--- src/rtl/datapath_pkg.sv ---
// rtl/datapath_pkg.sv - shared types and constants for the sequenced datapath
package datapath_pkg;

    typedef enum logic [1:0] {
        ALU_ADD = 2'd0,
        ALU_SUB = 2'd1,
        ALU_AND = 2'd2,
        ALU_MVN = 2'd3
    } alu_op_t;

    typedef enum logic [1:0] {
        SH_PASS = 2'd0,
        SH_LSL  = 2'd1,
        SH_LSR  = 2'd2,
        SH_ASR  = 2'd3
    } shift_op_t;

    typedef enum logic [2:0] {
        IDLE = 3'd0,
        RD_A = 3'd1,
        RD_B = 3'd2,
        EXEC = 3'd3,
        WB   = 3'd4
    } state_t;

    localparam int Z_BIT = 0;
    localparam int V_BIT = 1;
    localparam int N_BIT = 2;

endpackage

--- src/rtl/regfile_param.sv ---
// rtl/regfile_param.sv - register file, one sync write port, one comb read port
module regfile_param #(
    parameter int WIDTH = 16,
    parameter int NREGS = 8
) (
    input  logic                     clk,
    input  logic                     reset,
    input  logic [$clog2(NREGS)-1:0] rd_addr,
    output logic [WIDTH-1:0]         rd_data,
    input  logic                     wr_en,
    input  logic [$clog2(NREGS)-1:0] wr_addr,
    input  logic [WIDTH-1:0]         wr_data
);

    logic [WIDTH-1:0] regs [NREGS];

    always_ff @(posedge clk) begin
        if (reset) begin
            for (int i = 0; i < NREGS; i++) begin
                regs[i] <= '0;
            end
        end else if (wr_en) begin
            regs[wr_addr] <= wr_data;
        end
    end

    // NREGS is a power of two, so every address is in range
    assign rd_data = regs[rd_addr];

endmodule

--- src/rtl/datapath_seq.sv ---
// rtl/datapath_seq.sv - register file, shifter, ALU and status run by a start-pulse sequencer
module datapath_seq
    import datapath_pkg::*;
#(
    parameter int WIDTH = 16,
    parameter int NREGS = 8,
    parameter int IMM_W = 5
) (
    input  logic                     clk,
    input  logic                     reset,
    input  logic                     start,
    input  logic [$clog2(NREGS)-1:0] rd,
    input  logic [$clog2(NREGS)-1:0] rn,
    input  logic [$clog2(NREGS)-1:0] rm,
    input  logic [1:0]               shift_op,
    input  logic [1:0]               alu_op,
    input  logic                     zero_a,
    input  logic                     use_imm,
    input  logic [IMM_W-1:0]         imm,
    input  logic                     write_rd,
    input  logic                     write_status,
    input  logic                     ext_wr_en,
    input  logic [$clog2(NREGS)-1:0] ext_wr_addr,
    input  logic [WIDTH-1:0]         ext_wr_data,
    output logic                     busy,
    output logic                     done,
    output logic [WIDTH-1:0]         dp_out,
    output logic [2:0]               status
);

    localparam int AW = $clog2(NREGS);
    localparam logic [WIDTH-1:0] ONE = WIDTH'(1);

    function automatic logic [WIDTH-1:0] shift_b(input logic [WIDTH-1:0] b,
                                                 input shift_op_t op);
        logic [WIDTH-1:0] r;
        r = b;
        case (op)
            SH_PASS: r = b;
            SH_LSL:  r = {b[WIDTH-2:0], 1'b0};
            SH_LSR:  r = {1'b0, b[WIDTH-1:1]};
            SH_ASR:  r = {b[WIDTH-1], b[WIDTH-1:1]};
            default: r = b;
        endcase
        return r;
    endfunction

    // Returns {V, result}
    function automatic logic [WIDTH:0] alu(input logic [WIDTH-1:0] a,
                                           input logic [WIDTH-1:0] b,
                                           input alu_op_t op);
        logic [WIDTH-1:0] r;
        logic             v;
        r = '0;
        v = 1'b0;
        case (op)
            ALU_ADD: begin
                r = a + b;
                v = (a[WIDTH-1] == b[WIDTH-1]) && (r[WIDTH-1] != a[WIDTH-1]);
            end
            ALU_SUB: begin
                r = a + ~b + ONE;
                v = (a[WIDTH-1] != b[WIDTH-1]) && (r[WIDTH-1] != a[WIDTH-1]);
            end
            ALU_AND: r = a & b;
            ALU_MVN: r = ~b;
            default: r = '0;
        endcase
        return {v, r};
    endfunction

    state_t state_q, state_d;

    logic [AW-1:0]    rd_q, rn_q, rm_q;
    shift_op_t        shift_op_q;
    alu_op_t          alu_op_q;
    logic             zero_a_q, use_imm_q, write_rd_q, write_status_q;
    logic [IMM_W-1:0] imm_q;

    logic [WIDTH-1:0] a_q, b_q, c_q;
    logic [2:0]       status_q;
    logic             done_q;

    logic [AW-1:0]    rf_raddr;
    logic [WIDTH-1:0] rf_rdata;
    logic             rf_wen;
    logic [AW-1:0]    rf_waddr;
    logic [WIDTH-1:0] rf_wdata;

    logic [WIDTH-1:0] alu_a, alu_b;
    logic [WIDTH:0]   alu_out;
    logic [WIDTH-1:0] alu_res;
    logic             flag_z, flag_n, flag_v;

    always_ff @(posedge clk) begin
        if (reset) begin
            state_q <= IDLE;
        end else begin
            state_q <= state_d;
        end
    end

    always_comb begin
        state_d = state_q;
        case (state_q)
            IDLE:    if (start) state_d = RD_A;
            RD_A:    state_d = RD_B;
            RD_B:    state_d = EXEC;
            EXEC:    state_d = WB;
            WB:      state_d = IDLE;
            default: state_d = IDLE;
        endcase
    end

    // External writes only land in IDLE, so they never collide with writeback
    always_comb begin
        rf_raddr = (state_q == RD_B) ? rm_q : rn_q;
        rf_wen   = 1'b0;
        rf_waddr = ext_wr_addr;
        rf_wdata = ext_wr_data;
        if (state_q == IDLE && ext_wr_en) begin
            rf_wen = 1'b1;
        end else if (state_q == WB && write_rd_q) begin
            rf_wen   = 1'b1;
            rf_waddr = rd_q;
            rf_wdata = c_q;
        end
    end

    regfile_param #(
        .WIDTH (WIDTH),
        .NREGS (NREGS)
    ) u_rf (
        .clk     (clk),
        .reset   (reset),
        .rd_addr (rf_raddr),
        .rd_data (rf_rdata),
        .wr_en   (rf_wen),
        .wr_addr (rf_waddr),
        .wr_data (rf_wdata)
    );

    always_comb begin
        alu_a   = zero_a_q ? '0 : a_q;
        alu_b   = use_imm_q ? {{(WIDTH-IMM_W){imm_q[IMM_W-1]}}, imm_q}
                            : shift_b(b_q, shift_op_q);
        alu_out = alu(alu_a, alu_b, alu_op_q);
        alu_res = alu_out[WIDTH-1:0];
        flag_v  = alu_out[WIDTH];
        flag_z  = (alu_res == '0);
        flag_n  = alu_res[WIDTH-1];
    end

    always_ff @(posedge clk) begin
        if (reset) begin
            rd_q           <= '0;
            rn_q           <= '0;
            rm_q           <= '0;
            shift_op_q     <= SH_PASS;
            alu_op_q       <= ALU_ADD;
            zero_a_q       <= 1'b0;
            use_imm_q      <= 1'b0;
            imm_q          <= '0;
            write_rd_q     <= 1'b0;
            write_status_q <= 1'b0;
            a_q            <= '0;
            b_q            <= '0;
            c_q            <= '0;
            status_q       <= '0;
            done_q         <= 1'b0;
        end else begin
            done_q <= (state_q == WB);
            case (state_q)
                IDLE: begin
                    if (start) begin
                        rd_q           <= rd;
                        rn_q           <= rn;
                        rm_q           <= rm;
                        shift_op_q     <= shift_op_t'(shift_op);
                        alu_op_q       <= alu_op_t'(alu_op);
                        zero_a_q       <= zero_a;
                        use_imm_q      <= use_imm;
                        imm_q          <= imm;
                        write_rd_q     <= write_rd;
                        write_status_q <= write_status;
                    end
                end
                RD_A: a_q <= rf_rdata;
                RD_B: b_q <= rf_rdata;
                EXEC: begin
                    c_q <= alu_res;
                    if (write_status_q) begin
                        status_q[Z_BIT] <= flag_z;
                        status_q[V_BIT] <= flag_v;
                        status_q[N_BIT] <= flag_n;
                    end
                end
                default: ;
            endcase
        end
    end

    assign busy   = (state_q != IDLE);
    assign done   = done_q;
    assign dp_out = c_q;
    assign status = status_q;

endmodule

--- config.mk ---
export PLATFORM = sky130hd
export DESIGN_NAME = datapath_seq
export DESIGN_NICKNAME = d
export VERILOG_FILES = /design/src/rtl/datapath_pkg.sv /design/src/rtl/regfile_param.sv /design/src/rtl/datapath_seq.sv
export SDC_FILE = /design/constraint.sdc
export NUM_CORES = 1
export LEC_CHECK = 0
export BUFFER_PORTS_ARGS = -buffer_cell sky130_fd_sc_hd__buf_2
export CAP_MARGIN = 20
export CORE_ASPECT_RATIO = 0.75
export CORE_UTILIZATION = 35
export DETAILED_ROUTE_END_ITERATION = 10
export MAX_ROUTING_LAYER = met4
export PLACE_DENSITY_LB_ADDON = 0.1
export SYNTH_ARGS = -nofsm -noshare
export SYNTH_HDL_FRONTEND = slang
export SYNTH_HIERARCHICAL = 1
export SYNTH_SLANG_ARGS = --single-unit
--- constraint.sdc ---
create_clock -name clk -period 9.17 [get_ports clk]
set_input_delay 1.834 -clock clk [delete_from_list [all_inputs] [get_ports clk]]
set_output_delay 1.834 -clock clk [all_outputs]
set_load 0.01 [all_outputs]
==> results_dict.tcl <==
set metrics [dict create \
    preCtsSetupSlack_ps 4486 \
    start_util 0.3561 \
    rsz0062_at_grt "false" \
    reg2reg_slack_ps 4400 \
    drtPass1Iterations 6 \
    worstPathMaxFanout 18 \
    nFillCells 3229 \
    slew_violations 0 \
    clk-insertion-delay-late_ps 520 \
    hold_class "flop to flop" \
    syn_area_um2 11560 \
    drt-initial-drc-count 714 \
    wire_per_inst_um 21.31 \
    drcViolationCount 0 \
    critPathKind "flop to flop" \
    holdPathStages 2 \
    grt_pass1_vias 8461 \
    reg2reg_to "status[0]" \
    hold_end "a_q[3]" \
    tns_ps 0 \
    wl_um 34350 \
    setup_viol 0 \
    syn_area_per_cell_um2 10.21 \
    yosysUniqueCellTypes 82 \
    grt_start_max_net_pins 69 \
    antenna_found_initial 1 \
    h-tree-depth 1 \
    gp_congestion 0.8609 \
    finalWorstSetupSlack_ps 4399 \
    multi_input_area_um2 5609 \
    start_kind "flop" \
    ctsResizeCount 0 \
    slew_headroom 0.2966 \
    rows 57 \
    p_leak_nw 4.743 \
    place_hpwl_um 23120 \
    cap_viol_max_count 0 \
    cts_buffers 23 \
    finalCriticalPeriod_ps 4771 \
    reg2reg_from "shift_op_q[0]" \
    yosys_warnings 6 \
    die_h_um 159.4 \
    grtUsageTotal 0.2110 \
    seqCellArea_um2 5386 \
    vias 8757 \
    cts_sinks 205 \
    syn_nets 1212 \
    io_pins 66 \
    worstHoldStart "a_q[3]" \
    grt.overflow.total 0 \
    drtAntennaViolNets 0 \
    finalHoldViolations 0 \
    viasPerCell 5.432 \
    skew_ps 14.70 \
    max_freq_mhz 209.6 \
    die_x_um 211.8 \
    cts_hold_buf 0 \
    fin_nets 1233 \
    cts_root_buf "clkbuf_16" \
    synth_edf_count 128 \
    ys_ff_latch 205 \
    powerDensity_nw_per_um2 186.4 \
    grt_pass1_wl_um 52960 \
    synth_top_area_frac 0.3326 \
    yosys-top-cells-area "edfxtp_1, dfxtp_1, mux4_1" \
    ys_seq_area_frac 0.4660 \
    outcome "completed" \
    ff2ff_path_depth 13 \
    clkTransAtPathRegs_ps 60 \
    syn_to_final_growth_pct 12.31 \
    peakVddDrop_uv 119.1 \
    dieArea_um2 33760 \
    fin_crit_sh 0.5203 \
    cp_data_required_time_ps 9570 \
    tightest_slew_ps 1054 \
    cp_data_arrival_time_ps 5170 \
    clockBufferDepth 3 \
    core-area_um2 32450 \
    cts_tree "built" \
    synth_cells 1132 \
    cts_setup_buffers 0 \
    ys_async_sr_fraction 0 \
    drive_gt1_frac 0.1677 \
    synthFlopType "edfxtp_1" \
    numPortBuffers 65 \
    endpoint_kind "flop" \
    yosys.area.top_type "edfxtp_1" \
]
layer usage:
layer	global-route usage	up-vias	wire length, um
met5	-	-	0
met4	0.03590	0	483
met3	0.02959	36	2076
met2	0.2944	276	14230
met1	0.3238	4232	17550
li1	-	4213	-
power breakdown:
| group | total (mW) | switching, mW | internal (mW) |
|---|---|---|---|
| sequential | 1.05 | 0.0307 | 1.02 |
| clock | 0.895 | 0.372 | 0.523 |
| combinational | 0.470 | 0.294 | 0.176 |
| total | 2.42 | 0.697 | 1.72 |
placed cells by master (no fill, tap or decap), drive strengths merged, types with 33 or more instances in the layout:
cell type / synthesis / routed
buf: 26 / 87
edfxtp: 128 / 128
nand2: 165 / 165
mux2: 41 / 41
nor2: 37 / 37
ha: 33 / 33
dfxtp: 77 / 77
a21oi: 87 / 87
inv: 37 / 38
nor3: 137 / 137
sequential cells by signal, indices dropped and copies added, names as in the netlist:
signal / count
state_q: 3
write_rd_q: 1
a_q: 16
imm_q: 5
rd_q: 3
zero_a_q: 1
use_imm_q: 1
status: 3
u_rf/regs: 128
dp_out: 16
write_status_q: 1
alu_op_q: 2
rn_q: 3
rm_q: 3
done: 1
b_q: 16
shift_op_q: 2
worst max-delay path by stage:
stage              startpoint         endpoint  slack, ps  cells after the start
2_1_floorplan  ext_wr_addr[0]  u_rf/regs[0][0]       5080                      6
3_3_place_gp    shift_op_q[0]        status[2]       4560                     13
3_5_place_dp    shift_op_q[0]        status[0]       4490                     13
4_1_cts         shift_op_q[0]        status[0]       4440                     13
5_1_grt         shift_op_q[0]        status[0]       4030                     13
6_report        shift_op_q[0]        status[0]       4400                     13
synthesized netlist by cell type (3+ instances only):
cell type,count
a21oi_1,87
nand3_1,6
mux2_2,39
and2_1,5
or3_1,4
buf_2,7
inv_1,35
a311oi_1,4
buf_1,9
xnor2_1,12
clkbuf_1,64
mux4_1,28
xor2_1,4
o31ai_1,5
mux4_2,4
nand2_1,165
nor3_1,137
o311ai_1,3
dfxtp_1,77
o2111ai_1,3
o221ai_1,5
or2_1,4
o21bai_1,11
mux2i_1,22
nand3b_1,4
edfxtp_1,128
buf_4,3
buf_6,7
clkinv_1,16
nor3b_1,3
a21o_1,5
nand2b_1,8
a31oi_1,6
nor2b_1,25
a211oi_1,15
a21boi_0,9
or3b_2,3
nor2_1,36
o21ai_0,24
or2_2,4
a2111oi_0,3
o211ai_1,6
ha_1,33
nand4_1,3
worst max-delay path, stage by stage, from the launching register on:
cell,delay (ps)
dfxtp_1,930
mux2_1,390
o221ai_1,410
inv_1,160
ha_1,380
or2_1,280
a2111oi_2,530
o2111ai_1,280
a2111oi_0,540
nor3_1,90
o21ai_1,180
xnor2_1,160
o21ai_0,120
a31o_1,220
layout make-up:
type | instances | share of cell area
repair buffers | 87 | 0.03895
clock buffers | 32 | 0.05023
multi-input cells | 783 | 0.4322
well taps | 442 | 0.04261
diodes | 1 | 0.0001928
clock inverters | 9 | 0.005495
flip-flops and latches | 205 | 0.4150
inverters | 53 | 0.01533
metrics by stage:
stage / instances / total power [mW] / area, um2 / hold slack [ps] / util
after detailed placement: 1567 / 1.538 / 12220 / 443.3 / 0.3764
final: 1612 / 2.419 / 12980 / 449.5 / 0.4000
after CTS: 1608 / 2.436 / 12940 / 452.1 / 0.3987
after floorplan: 1132 / 1.402 / 11560 / 431.2 / -
after global routing: 1612 / 2.525 / 12980 / 473.0 / 0.4000
after global placement: 1567 / 1.539 / 12220 / 439.2 / 0.3764
cells by family (layout without fill, tap and decap cells):
group                    count (synthesis)  count (layout)  share of synthesized area
other                                    0               1                          0
multiplexers                            95              95                     0.1305
AO/OA/AOI/OAI                          217             217                     0.1255
AND/OR/NAND/NOR                        420             420                     0.1736
flip-flops                             205             205                     0.4660
adder cells (fa/ha/maj)                 35              35                    0.03919
buffers and inverters                  144             181                    0.05316
XOR/XNOR                                16              16                    0.01213
(Power assumes the default switching activity.)
